[src/rtl/mem_bus_pkg.sv]
// Shared types, widths and command legality check for the native-bus initiator.
package mem_bus_pkg;

    localparam int MEM_ADDR_W = 32;
    localparam int MEM_DATA_W = 32;
    localparam int MEM_STRB_W = 4;

    typedef enum logic [1:0] {
        IDLE = 2'd0,
        REQ  = 2'd1,
        RSP  = 2'd2
    } mem_init_state_t;

    // A command is rejected without touching the bus if it is misaligned
    // or is a write that would enable no bytes.
    function automatic logic mem_cmd_illegal(
        input logic                  wr,
        input logic [MEM_ADDR_W-1:0] addr,
        input logic [MEM_STRB_W-1:0] strb
    );
        return (addr[1:0] != 2'b00) || (wr && (strb == '0));
    endfunction

endpackage

[src/rtl/mem_bus_initiator.sv]
// Command-port to PicoRV32 native memory bus master: IDLE -> REQ -> RSP -> IDLE.
// Optional REQ timeout enabled by defining MEM_BUS_INITIATOR_TIMEOUT_EN.
module mem_bus_initiator
    import mem_bus_pkg::*;
#(
    parameter int TIMEOUT_CYCLES = 256
) (
    input  logic                  clk,
    input  logic                  reset,
    input  logic                  cmd_valid,
    output logic                  cmd_ready,
    input  logic                  cmd_write,
    input  logic [MEM_ADDR_W-1:0] cmd_addr,
    input  logic [MEM_DATA_W-1:0] cmd_wdata,
    input  logic [MEM_STRB_W-1:0] cmd_wstrb,
    output logic                  rsp_valid,
    input  logic                  rsp_ready,
    output logic [MEM_DATA_W-1:0] rsp_rdata,
    output logic                  rsp_err,
    output logic                  mem_valid,
    output logic                  mem_instr,
    output logic [MEM_ADDR_W-1:0] mem_addr,
    output logic [MEM_DATA_W-1:0] mem_wdata,
    output logic [MEM_STRB_W-1:0] mem_wstrb,
    input  logic                  mem_ready,
    input  logic [MEM_DATA_W-1:0] mem_rdata,
    output logic                  busy
);

    if (TIMEOUT_CYCLES < 1) begin : g_bad_timeout
        $error("TIMEOUT_CYCLES must be at least 1");
    end

    mem_init_state_t       state_q, state_d;
    logic                  wr_q, wr_d;
    logic                  mem_valid_q, mem_valid_d;
    logic [MEM_ADDR_W-1:0] mem_addr_q, mem_addr_d;
    logic [MEM_DATA_W-1:0] mem_wdata_q, mem_wdata_d;
    logic [MEM_STRB_W-1:0] mem_wstrb_q, mem_wstrb_d;
    logic                  rsp_valid_q, rsp_valid_d;
    logic [MEM_DATA_W-1:0] rsp_rdata_q, rsp_rdata_d;
    logic                  rsp_err_q, rsp_err_d;
    logic                  timeout_hit;

`ifdef MEM_BUS_INITIATOR_TIMEOUT_EN
    localparam int CNT_W = $clog2(TIMEOUT_CYCLES + 1);

    logic [CNT_W-1:0] to_cnt_q, to_cnt_d;

    // Counter is zero outside REQ, so it is already clear on entry to REQ.
    always_comb begin
        to_cnt_d = '0;
        if (state_q == REQ && !mem_ready) begin
            to_cnt_d = to_cnt_q + 1'b1;
        end
    end

    always_ff @(posedge clk or posedge reset) begin
        if (reset) begin
            to_cnt_q <= '0;
        end else begin
            to_cnt_q <= to_cnt_d;
        end
    end

    // Fires on the REQ cycle that would make the wait count reach the limit;
    // a simultaneous mem_ready wins.
    assign timeout_hit = (state_q == REQ) && !mem_ready &&
                         (to_cnt_q == CNT_W'(TIMEOUT_CYCLES - 1));
`else
    assign timeout_hit = 1'b0;
`endif

    always_comb begin
        state_d     = state_q;
        wr_d        = wr_q;
        mem_valid_d = mem_valid_q;
        mem_addr_d  = mem_addr_q;
        mem_wdata_d = mem_wdata_q;
        mem_wstrb_d = mem_wstrb_q;
        rsp_valid_d = rsp_valid_q;
        rsp_rdata_d = rsp_rdata_q;
        rsp_err_d   = rsp_err_q;

        case (state_q)
            IDLE: begin
                if (cmd_valid) begin
                    wr_d = cmd_write;
                    if (mem_cmd_illegal(cmd_write, cmd_addr, cmd_wstrb)) begin
                        state_d     = RSP;
                        rsp_valid_d = 1'b1;
                        rsp_err_d   = 1'b1;
                        rsp_rdata_d = '0;
                    end else begin
                        state_d     = REQ;
                        mem_valid_d = 1'b1;
                        mem_addr_d  = cmd_addr;
                        mem_wdata_d = cmd_wdata;
                        mem_wstrb_d = cmd_write ? cmd_wstrb : '0;
                    end
                end
            end

            REQ: begin
                if (mem_ready || timeout_hit) begin
                    state_d     = RSP;
                    mem_valid_d = 1'b0;
                    mem_addr_d  = '0;
                    mem_wdata_d = '0;
                    mem_wstrb_d = '0;
                    rsp_valid_d = 1'b1;
                    rsp_err_d   = !mem_ready;
                    rsp_rdata_d = (mem_ready && !wr_q) ? mem_rdata : '0;
                end
            end

            RSP: begin
                if (rsp_ready) begin
                    state_d     = IDLE;
                    rsp_valid_d = 1'b0;
                    rsp_rdata_d = '0;
                    rsp_err_d   = 1'b0;
                end
            end

            default: begin
                state_d     = IDLE;
                mem_valid_d = 1'b0;
                mem_addr_d  = '0;
                mem_wdata_d = '0;
                mem_wstrb_d = '0;
                rsp_valid_d = 1'b0;
                rsp_rdata_d = '0;
                rsp_err_d   = 1'b0;
            end
        endcase
    end

    // Asynchronous clear so that a reset mid-REQ drops mem_valid immediately.
    always_ff @(posedge clk or posedge reset) begin
        if (reset) begin
            state_q     <= IDLE;
            wr_q        <= 1'b0;
            mem_valid_q <= 1'b0;
            mem_addr_q  <= '0;
            mem_wdata_q <= '0;
            mem_wstrb_q <= '0;
            rsp_valid_q <= 1'b0;
            rsp_rdata_q <= '0;
            rsp_err_q   <= 1'b0;
        end else begin
            state_q     <= state_d;
            wr_q        <= wr_d;
            mem_valid_q <= mem_valid_d;
            mem_addr_q  <= mem_addr_d;
            mem_wdata_q <= mem_wdata_d;
            mem_wstrb_q <= mem_wstrb_d;
            rsp_valid_q <= rsp_valid_d;
            rsp_rdata_q <= rsp_rdata_d;
            rsp_err_q   <= rsp_err_d;
        end
    end

    assign cmd_ready = (state_q == IDLE);
    assign busy      = (state_q != IDLE);
    assign mem_instr = 1'b0;
    assign mem_valid = mem_valid_q;
    assign mem_addr  = mem_addr_q;
    assign mem_wdata = mem_wdata_q;
    assign mem_wstrb = mem_wstrb_q;
    assign rsp_valid = rsp_valid_q;
    assign rsp_rdata = rsp_rdata_q;
    assign rsp_err   = rsp_err_q;

endmodule

[config.mk]
export PLATFORM = sky130hd
export DESIGN_NAME = mem_bus_initiator
export DESIGN_NICKNAME = d
export VERILOG_FILES = /design/src/rtl/mem_bus_pkg.sv /design/src/rtl/mem_bus_initiator.sv
export SDC_FILE = /design/constraint.sdc
export NUM_CORES = 1
export LEC_CHECK = 0
export BUFFER_PORTS_ARGS = -buffer_cell sky130_fd_sc_hd__buf_2
export CORE_UTILIZATION = 33
export DETAILED_ROUTE_END_ITERATION = 10
export PLACE_DENSITY_LB_ADDON = 0.2
export SYNTH_ARGS = -nofsm -noshare
export SYNTH_HDL_FRONTEND = slang
export SYNTH_SLANG_ARGS = --single-unit
[constraint.sdc]
create_clock -name clk -period 5.5 [get_ports clk]
set_clock_uncertainty 0.1 [all_clocks]
set_input_delay 0.55 -clock clk [delete_from_list [all_inputs] [get_ports clk]]
set_output_delay 0.55 -clock clk [all_outputs]
set_load 0.05 [all_outputs]
==> results of run 1 <==
[logic make-up (layout without fill, tap and decap cells)]
logic type / after synthesis / after routing
and+or+nand+nor: 147 / 147
buffers and inverters: 35 / 234
DFF: 106 / 106
other: 1 / 1
AOI/OAI and AO/OA: 106 / 106
muxes: 2 / 2
[area by class of cell]
| cell class | count | area (sq um) | area share |
|---|---|---|---|
| Clock inverter | 1 | 7.51 | 0.00135 |
| Clock buffer | 14 | 284 | 0.0510 |
| Tap cell | 168 | 210 | 0.0378 |
| Inverter | 4 | 17.5 | 0.00315 |
| Multi-Input combinational cell | 256 | 1310 | 0.234 |
| Sequential cell | 106 | 2650 | 0.477 |
| Timing Repair Buffer | 215 | 1090 | 0.196 |
[metal layers]
metal / track usage / up-vias
met3: 0.0654 / 10
li1: - / 1709
met1: 0.211 / 1578
met2: 0.248 / 143
met5: 0 / -
met4: 0.0571 / 0
[worst reg2reg max path, delay by kind of cell (launching register included)]
family | cells | cell delay (ns)
DFF | 1 | 0.50
AOI/OAI and AO/OA | 3 | 1.32
and+or+nand+nor | 1 | 0.59
[where the power goes]
| part | leakage [nW] | internal [W] | total [W] | switching, W |
|---|---|---|---|---|
| sequential | 1.44 | 0.000980 | 0.00110 | 0.000119 |
| combinational | 1.42 | 0.000293 | 0.00136 | 0.00107 |
| clock | 0.141 | 0.000355 | 0.000624 | 0.000270 |
[sequential cells by signal (all words and copies together), names as in the netlist]
name and count:
mem_addr 32, mem_wdata 32, rsp_rdata 32, mem_wstrb 4, state_q 2, mem_valid 1, rsp_err 1, rsp_valid 1
wr_q 1
[synthesized netlist by cell type, types with 2 or more instances]
master,number
and3_1,2
clkbuf_1,14
dfrtp_1,106
nand3_1,4
buf_4,2
buf_2,6
nor4_1,2
buf_6,8
o21ai_1,13
a22o_1,32
a21oi_1,2
nand2_1,131
inv_1,4
o21ai_0,54
or2_2,2
[worst max path at each step]
stage | slack [ns] | cells past startpoint | endpoint
floorplan | 2.06 | 1 | mem_addr[0]
global placement | 2.57 | 5 | rsp_rdata[31]
detailed placement | 2.46 | 5 | rsp_rdata[26]
CTS | 2.77 | 4 | rsp_valid
global route | 2.58 | 4 | state_q[1]
finish | 2.82 | 4 | state_q[1]
[metrics by stage]
step,cell area [sq um],total power (W),util
final,5570,0.00309,0.460
after CTS,5570,0.00313,0.460
after global routing,5570,0.00326,0.460
after floorplan,4140,0.00216,-
after detailed placement,5270,0.00249,0.435
after global placement,5270,0.00247,0.435
==> impl.org, run 1 <==
** Synthesis
- Each instance of the synthesized netlist takes up on average 10.4 sq um.
- After synthesis, the share of flip-flops with an asynchronous set or reset is 1.00.
- After synthesis, the largest family of logic cells by area is compound AO/OA/AOI/OAI gates.
- XOR/XNOR Fraction of Synth Area :: 0
- Share of the synthesized area in compound gates (AO/OA/AOI/OAI) :: 0.161
- Measured against the total synthesized area, the mux share comes to 0.00514.
- Synthesis Warnings :: 0
- Simple logic cell fraction of the synthesized area :: 0.142
- The number of nets in the synthesized netlist is 503.
- Of the total synthesized cell area, the portion taken by full adders, half adders and majority gates is 0.
- After synthesis, the netlist uses 30 different library cells.
- Synth top area cells :: dfrtp_1 64%, nand2_1 12%, a22o_1 6.8%, o21ai_0 6.5%, buf_6 2.2%
- #FFs+latches synth :: 106
- The cell count after synthesis came out at slightly below 400.
- Post-synthesis instance area :: 0.00414 sq mm
- The share of synthesized area in the top cell type comes to 0.640.
- Yosys mapped a number of flops with a built-in enable equal to 0.
- For this run, the register share of the synthesized area comes to 0.640.
- Of all cell types, the one taking the most synthesized area is dfrtp_1.
- Top FF cell, synth :: dfrtp_1

** Detailed routing
- In this run the remaining antenna-violating nets after routing total 0.
- Length of the first detailed-routing pass in iterations :: 4
- The highest metal layer carrying signal wires in the routed design is met4.
- Across all layers, the routed design uses 3440 vias.
- # DRC :: 0
- In the final routing, the length of wire on met1 measures between 4000 and 5000 microns.
- Summed over all layers, the routed wires come to 10300 microns.
- Summed over all nets, wire length on met3 after detailed routing comes to 969 microns.
- Violation count after the first detailed-route iteration :: approximately 180
- Met2 wire length :: 4590 microns
- Routed vias/inst :: 4.50
- Wire length per cell :: 13.4 microns

** Status
- Outcome :: complete, no violations

** Floorplanning
- In this run the count of I/O pins placed on the die edge is 212.
- Row generation in the floorplan step produced 40 rows.
- The floorplan step set the die width to 114 microns.
- The initial utilization of the core area, before any placement, comes to 0.342.
- Chip height :: ~110 microns
- Placeable Area :: 0.0121 sq mm
- The die covers 0.0130 sq mm.

** STA
- Max Clock Freq :: 372 MHz
- Final hold analysis gives a worst-case slack of 0.195 ns.
- Worst-Margin Slew :: 1.13 ns
- Headroom to the max-slew limit :: 0.248
- Crit path time final :: 2.68 ns
- Final WS setup :: 2.82 ns
- Final count of hold timing violations :: 0
- Setup repair after global routing left no endpoint under its margin.
- For the final routed database, the setup TNS stands at 0 ns.
- Number of pins with negative max-slew slack in the final report :: 0
- Final setup vio count :: 0
- In the finished design, the share of the clock period the worst path needs comes to 0.488.

** Setup path
- STA classifies the critical path endpoint as a register.
- Crit path launch :: state_q[1]
- The critical path is of the register to register type.
- Req. time, crit path :: 5.56 ns
- FF-to-FF End :: state_q[1]
- Critical path fanouts, max :: 36
- Critical path, cell by cell :: or4_4, a21oi_1, a211o_1, o22ai_1
- The worst register-to-register path has a depth of 4.
- Element type at the critical path start :: register
- Combined buffer and inverter count along the critical path :: 0
- Launch instance of the worst register-to-register path :: state_q[1]
- Data arrival time of the critical path :: around 2.8 ns
- On the worst path, the slowest cell contributes a delay of 0.89 ns.
- Reg2Reg Setup Slack :: 2.82 ns
- Crit-path leading delay family :: compound AO/OA/AOI/OAI gates
- The largest individual stage delay along the critical path comes from the cell a211o_1.

** Clock tree
- Buffer count from post-CTS setup fixing :: 0
- The cell sitting at the root of the clock tree is a clkbuf_16.
- Number of cells upsized or downsized after cts :: 0
- In this run, post-CTS hold repair placed 0 buffers.
- Clk sink count :: 106
- H-Tree Level Count :: 3
- Clock-pin slew on the worst setup and hold paths :: around 0.06 ns
- CTS Buf Count :: 9
- The clock reaches the later pin of the worst-skew pair after 0.34 ns.
- TritonCTS clock tree :: built
- Counting along the longest clock path gives a buffer depth of 2.

** Layout
- Layout cells sized above 1 :: 0.398
- For this run, the number of standard cells in the final layout without fillers is 764.
- At the end of the flow, the number of nets in the layout was approximately 700.
- Number of antenna diodes :: 0
- Number of inserted filler cells in the final layout :: about 1200
- Leaving out fill and tap cells, the most frequent cell in the layout is buf_2.
- From synthesis to final layout, the design area changed by 34.4%.
- The library cells used most frequently in the layout, excluding fill and tap cells, are 210 x buf_2, 131 x nand2_1, 106 x dfrtp_1.

** Power
- PD cells :: around 550 mW/mm^2
- Worst-case vdd ir drop :: 0.232 mV
- Static leakage :: approximately 3.0 nW

** Placed design
- The count of buffers added on input and output ports is 210.
- Timing analysis after detailed placement gives a worst setup slack of 2.46 ns.
- Once placement completed, the tool counted placed cells totaling 749.
- The congestion estimate from routability-driven global placement came to 0.712.
- Detailed placement finished with a half-perimeter wire length of 7220 microns.

** GRT
- The first global-routing pass estimated approximately 16000 microns of wire.
- After global routing the overflow that remains totals 0.
- The number of antenna violations at the first check in global routing was 0.
- Entering global routing, the biggest net connects 74 pins.
- Via count of the first global-routing pass :: 3264
- Gr usage total :: 0.163

** Flow run
- The tool flagged a number of max-cap violations equal to 0.

** Worst hold path
- In this run the worst hold path is classified as input port to asynchronous set/reset pin.
Note: power is estimated with default switching activity, not from simulation.
==> run 2: changes to the inputs <==
- clock period: 5.5 -> 2.8 ns (I/O delays scaled with it)
==> impl.org, run 2 (synthesized netlist as in run 1, its figures left out) <==
** Clock tree
- CTS Buf Count :: 9
- Clock-pin slew on the worst setup and hold paths :: 0.07 ns
- Library cell used as clock root buffer :: clkbuf_16
- Number of cells upsized or downsized after cts :: 0
- In this run the number of H-tree levels came out at 3.
- TritonCTS built the clock tree.
- Hold Buf Count CTS :: 1
- Max clock buf depth :: 2
- The clock reaches the later pin of the worst-skew pair after about 0.33 ns.
- Clock tree synthesis found a total of between 100 and 150 sinks.
- The number of setup buffers added after CTS is 0.

** STA
- Setup violations remaining at the end of the flow were counted as 0.
- Of the available clock period, the critical path in the final layout requires 0.786.
- Number of pins with negative max-slew slack in the final report :: 0
- Max Clock Freq :: between 400 and 500 MHz
- Worst-Margin Slew :: 0.729 ns
- The number of failing hold endpoints at the final stage was 0.
- After routing, the total negative slack on setup checks comes to 0 ns.
- Setup repair after global routing missed its margin :: false
- The worst pin sits at a relative slew slack of 0.513.
- After layout, the minimum clock period comes to approximately 2.2 ns.

** Floorplanning
- The floorplan has 40 rows.
- Initial core utilization :: 0.342
- Chip height :: roughly 110 microns
- The die is 114 microns wide.
- In this run the standard cell core region covers 0.0121 sq mm.
- During I/O placement, the number of pins put on the boundary was 212.
- The die covers 0.0130 sq mm.

** Layout
- Relative area change from synthesis to final layout :: 36.1%
- Once layout is done, the placed cells without fillers occupy 0.00564 sq mm.
- The library cell used most frequently in the layout, excluding fill and tap cells, is buf_2.
- Nets :: 704
- 0 antenna diodes ended up in the layout.
- Layout cells sized above 1 :: 0.404
- Leaving out fill and tap cells, the most frequent cells in the layout are 210 x buf_2, 131 x nand2_1, 106 x dfrtp_1.

** Detailed routing
- Remaining antenna violation count after routing :: 0
- Drt total wl :: 10200 microns
- Length of the first detailed-routing pass in iterations :: 4
- After detailed routing, the average wire length per cell comes to 13.2 microns.
- Using the TritonRoute via totals, the vias-per-cell ratio works out to 4.49.
- Number of vias after detailed routing :: 3455
- The detailed router finished its first iteration with between 200 and 250 violations.
- After detailed routing, the number of remaining DRC violations is 0.

** Power
- Static leakage :: 3.04 nW
- Worst-case vdd ir drop :: 0.420 mV
- PD cells :: 1080 mW/mm^2

** Setup path
- For this design, the slowest cell found on the critical path is or4_4.
- WS Path Type :: register to register
- Worst reg2reg path depth :: 4
- The worst register-to-register path ends at mem_wdata[21].
- Req. time, crit path :: 2.90 ns
- Element type at the critical path start :: register
- Together, buffers and inverters on the worst path number 1.
- Critical path fanouts, max :: 109
- Launch instance of the worst register-to-register path :: state_q[1]
- In this run the register-to-register setup slack is 0.60 ns.
- Data on the critical path arrives at its endpoint at 2.29 ns.
- Crit-path leading delay family :: simple AND/OR/NAND/NOR gates
- On the worst path, the slowest cell contributes a delay of 0.58 ns.
- STA classifies the critical path endpoint as a register.
- Critical path, cell by cell :: or4_4, a211oi_4, buf_12, o21ai_0

** GRT
- In the global route stage, overall resource usage came out at 0.163.
- Global-route wire length before repair :: 16500 microns
- Summed over all layers, the global routing overflow is 0.
- Entering global routing, the biggest net connects 110 pins.
- Via count of the first global-routing pass :: 3287
- Antenna violations before repair :: 0

** Placed design
- # port buffers :: between 200 and 250
- Dpl cell area :: 0.00534 sq mm
- Routability-driven placement finished with a final weighted congestion of roughly 0.75.
- The HPWL after detailed placement is just over 7000 microns.

** Worst hold path
- Launch instance of the worst min-delay path :: cmd_addr[20]
- WHS Endpoint :: mem_addr[20]
- Path category of the worst min-delay check :: input port to register
- Counting instances, the worst hold path has a depth of 3.

** Status
- Outcome :: complete, no violations

** Flow run
- Max-cap violations in this run came to 0.
run 2: cell count changes in the layout (fill, tap and decap cells not counted):
cell           before  now
buf_4               5    8
clkinv_2            0    2
dlygate4sd3_1       0    1
inv_4               1    0
clkbuf_1            1    0
buf_12              0    2
run 2: area by class of cell:
type	count	area, sq um
repair buffers	221	1160
flip-flops and latches	106	2650
multi-input cells	256	1310
clock buffers	13	280
fillers	1228	6470
inverters	4	18.8
well taps	168	210
clock inverters	2	10.0
run 2: power by group:
group          internal (W)  switching, W  leakage (nW)  total, W
Clock              0.000693      0.000522         0.147   0.00121
Sequential          0.00192      0.000231          1.44   0.00216
Combinational      0.000600       0.00210          1.45   0.00270
run 2: per-layer routing:
metal,GRT usage,part of all wire
met1,0.217,0.45
met2,0.248,0.45
met3,0.0622,0.096
met4,0.0494,0.0088
met5,0,0
run 2: worst max-delay path by stage:
stage                    start       endpoint  slack, ns  cells after the start
floorplan           state_q[0]   mem_wstrb[0]       0.79                      6
global placement    state_q[1]      rsp_valid       0.67                      5
detailed placement  state_q[1]      rsp_valid       0.60                      5
CTS                 state_q[1]      rsp_valid       0.58                      5
global route        state_q[1]  mem_wdata[18]       0.46                      4
finish              state_q[1]  mem_wdata[21]       0.60                      4
run 2: worst register-to-register path, cell delays in order, from the launching register on:
cell      delay, ns
dfrtp_1        0.50
or4_4          0.58
a211oi_4       0.29
buf_12         0.35
o21ai_0        0.23
run 2: stage by stage:
step           hold slack [ns]  utilization  total power, W  std cells  worst slack, ns
6_report                0.0393        0.465         0.00607        770            0.600
3_5_place_dp             0.342        0.441         0.00492        754            0.598
4_1_cts                 0.0274        0.465         0.00616        770            0.583
2_1_floorplan            0.297            -         0.00423        397            0.792
5_1_grt                 0.0396        0.465         0.00642        770            0.459
3_3_place_gp             0.337        0.441         0.00488        754            0.671
==> run 3: changes to the inputs <==
- clock period: 2.8 -> 2 ns (I/O delays scaled with it)
==> impl.org, run 3 (synthesized netlist as in run 1, its figures left out) <==
** Status
- Outcome :: complete, no violations

** Placed design
- Routability Congestion :: 0.747
- Timing analysis after detailed placement gives a worst setup slack of -0.0134 ns.
- Detailed placer's ending HPWL :: 7180 microns
- The count of buffers added on input and output ports is 210.

** Power
- Dividing total power by cell area gives a power density of 1330 mW/mm^2.
- Summed over all cells, the static leakage comes to 3.46 nW.
- The worst-case IR drop observed on VDD is about 0.74 mV.
- The design draws 0.00880 W.

** GRT
- In the global route stage, overall resource usage came out at 0.186.
- Pin count of the biggest net entering global routing :: 107
- For this run the aggregate overflow at the end of global routing stands at 0.
- Global-route wire length before repair :: 18700 microns
- The number of antenna violations at the first check in global routing came to 0.
- Via count of the first global-routing pass :: 3841

** STA
- At the pin with the least slew margin, the transition time is 0.587 ns.
- Headroom to the max-slew limit :: 0.609
- Setup repair after global routing missed its margin :: false
- Crit path time final :: 1.89 ns
- The number of failing hold endpoints at the final stage came to 0.
- Final sum of negative setup slack :: 0 ns
- Setup violations remaining at the end of the flow were counted as 0.
- Tightest hold margin :: 0.00178 ns
- The number of slew-limit violations in the final report is 0.
- Timing would allow up to 529 MHz.
- Setup slack closes at roughly 0.11 ns.
- Period utilisation layout :: 0.945

** Setup path
- Req. time, crit path :: 1.70 ns
- Walking the worst path, the cells encountered are buf_4, or2_2, inv_1, buf_2.
- The number of cells on the worst reg-to-reg path is 5.
- Data arrives at the worst endpoint at 1.59 ns.
- Along the worst path, the maximum fanout reaches 9.
- On the critical path, the stage with the largest delay is an instance of dfrtp_1.
- WS Path Type :: register to primary output
- Capturing element type of the critical path :: primary output
- FF-to-FF End :: mem_addr[19]
- Element type at the critical path start :: register
- In this run the critical register-to-register path is launched from state_q[0].
- Across all register-to-register paths, the minimum setup slack is 0.12 ns.
- The largest single stage delay on the critical path is around 0.38 ns.

** Detailed routing
- Once detail routing completed, the nets flagged for antenna violations numbered 0.
- In the routed design, unresolved DRC markers number 0.
- Using the TritonRoute via totals, the vias-per-cell ratio works out to 4.54.
- Violation count after the first detailed-route iteration :: around 180
- The routed layout has between 3000 and 4000 vias.
- After detailed routing, the average wire length per cell comes to 14.0 microns.
- Length of the first detailed-routing pass in iterations :: 4
- Drt total wl :: between 10000 and 15000 microns

** Layout
- At the end of the flow, the number of nets in the layout was roughly 800.
- Layout cells sized above 1 :: 0.351
- The repair_antennas step left the layout with diodes totalling 0.
- Area taken by multi-input logic gates :: around 0.0013 sq mm
- The sequential cells in the finished layout cover a total of 0.00265 sq mm.
- Leaving out fill and tap cells, the most frequent cell in the layout is buf_2.
- Top library cells by usage in the layout, fill and taps aside :: 210 x buf_2, 131 x nand2_1, 106 x dfrtp_1
- The filler cells instantiated in the layout total 1091.
- Compared with the post-synthesis result, the final layout area differs by 60.3%.

** Floorplanning
- Die Wd :: about 110 microns
- IO Count :: 212
- Chip height :: approximately 110 microns
- Placeable Area :: 0.0121 sq mm
- After floorplanning, the core was divided into 40 placement rows.
- Total die area :: approximately 0.013 sq mm
- For this configuration, the core starts out at a cell density of 0.342.

** Clock tree
- TritonCTS clock tree :: built
- H-Tree Level Count :: 3
- Counting every sink on the clock net gives 106.
- At the later pin of the worst-skew pair, clock insertion delay measures 0.34 ns.
- Library cell used as clock root buffer :: clkbuf_16
- The number of clock buffers added by TritonCTS is 9.
- Clock-pin slew was measured on the worst setup and hold paths at 0.07 ns.
- Max clock buf depth :: 2

** Worst hold path
- WHS Endpoint :: mem_wdata[8]
- The worst hold path belongs to the class input port to register.
- Cell depth of the worst min-delay path :: 3
- In this run the most critical hold path is launched from cmd_wdata[8].

** Flow run
- Max-cap violations in this run came to 0.
-- run 3: where the power goes --
part | switching, W | internal, W
clock | 0.000743 | 0.000944
combinational | 0.00307 | 0.00106
sequential | 0.000290 | 0.00270
-- run 3: metal layers --
layer / wire length (microns) / part of all wire / vias up / track usage
li1: - / - / 1919 / -
met1: 5260 / 0.43 / 1834 / 0.232
met2: 5810 / 0.48 / 166 / 0.305
met3: 840 / 0.069 / 19 / 0.0468
met4: 266 / 0.022 / 0 / 0.0866
met5: 0 / 0 / - / 0
-- run 3: what timing repair did --
action	in CTS	in global routing
hold buffers	94	0
pin swaps	0	1
endpoints found under the hold margin	199	0
setup endpoints to repair	10	67
setup buffers	0	2
gates cloned	0	1
resized for setup	2	4
-- run 3: final cells by class --
| cell class | count | area share |
|---|---|---|
| tap | 168 | 0.0317 |
| inverter | 4 | 0.00283 |
| sequential | 106 | 0.400 |
| clock inverter | 2 | 0.00151 |
| timing repair buffer | 318 | 0.326 |
| multi-input combinational | 256 | 0.197 |
| clock buffer | 14 | 0.0413 |
-- run 3: worst max-delay path by stage --
| stage | from | to | slack (ns) | cells past startpoint |
|---|---|---|---|---|
| after global placement | cmd_wstrb[2] | rsp_rdata[27] | 0.02 | 7 |
| after detailed placement | state_q[0] | mem_addr[10] | -0.01 | 4 |
| after floorplan | state_q[0] | rsp_valid | 0.003 | 7 |
| final | state_q[1] | cmd_ready | 0.11 | 4 |
| after CTS | state_q[0] | mem_addr[22] | -0.002 | 4 |
| after global routing | state_q[0] | mem_wdata[16] | 0.006 | 6 |
-- run 3: through the flow --
stage	cell area, sq um	utilization	instances
6_report	6640	0.548	868
2_1_floorplan	4150	-	397
4_1_cts	6600	0.545	865
3_5_place_dp	5370	0.443	755
5_1_grt	6640	0.548	868
3_3_place_gp	5370	0.443	755
-- run 3: critical path: cells and delay by family, from the launching register on --
family / cells / cell delay (ns)
simple gates: 1 / 0.28
buf+inv: 3 / 0.58
flops: 1 / 0.38
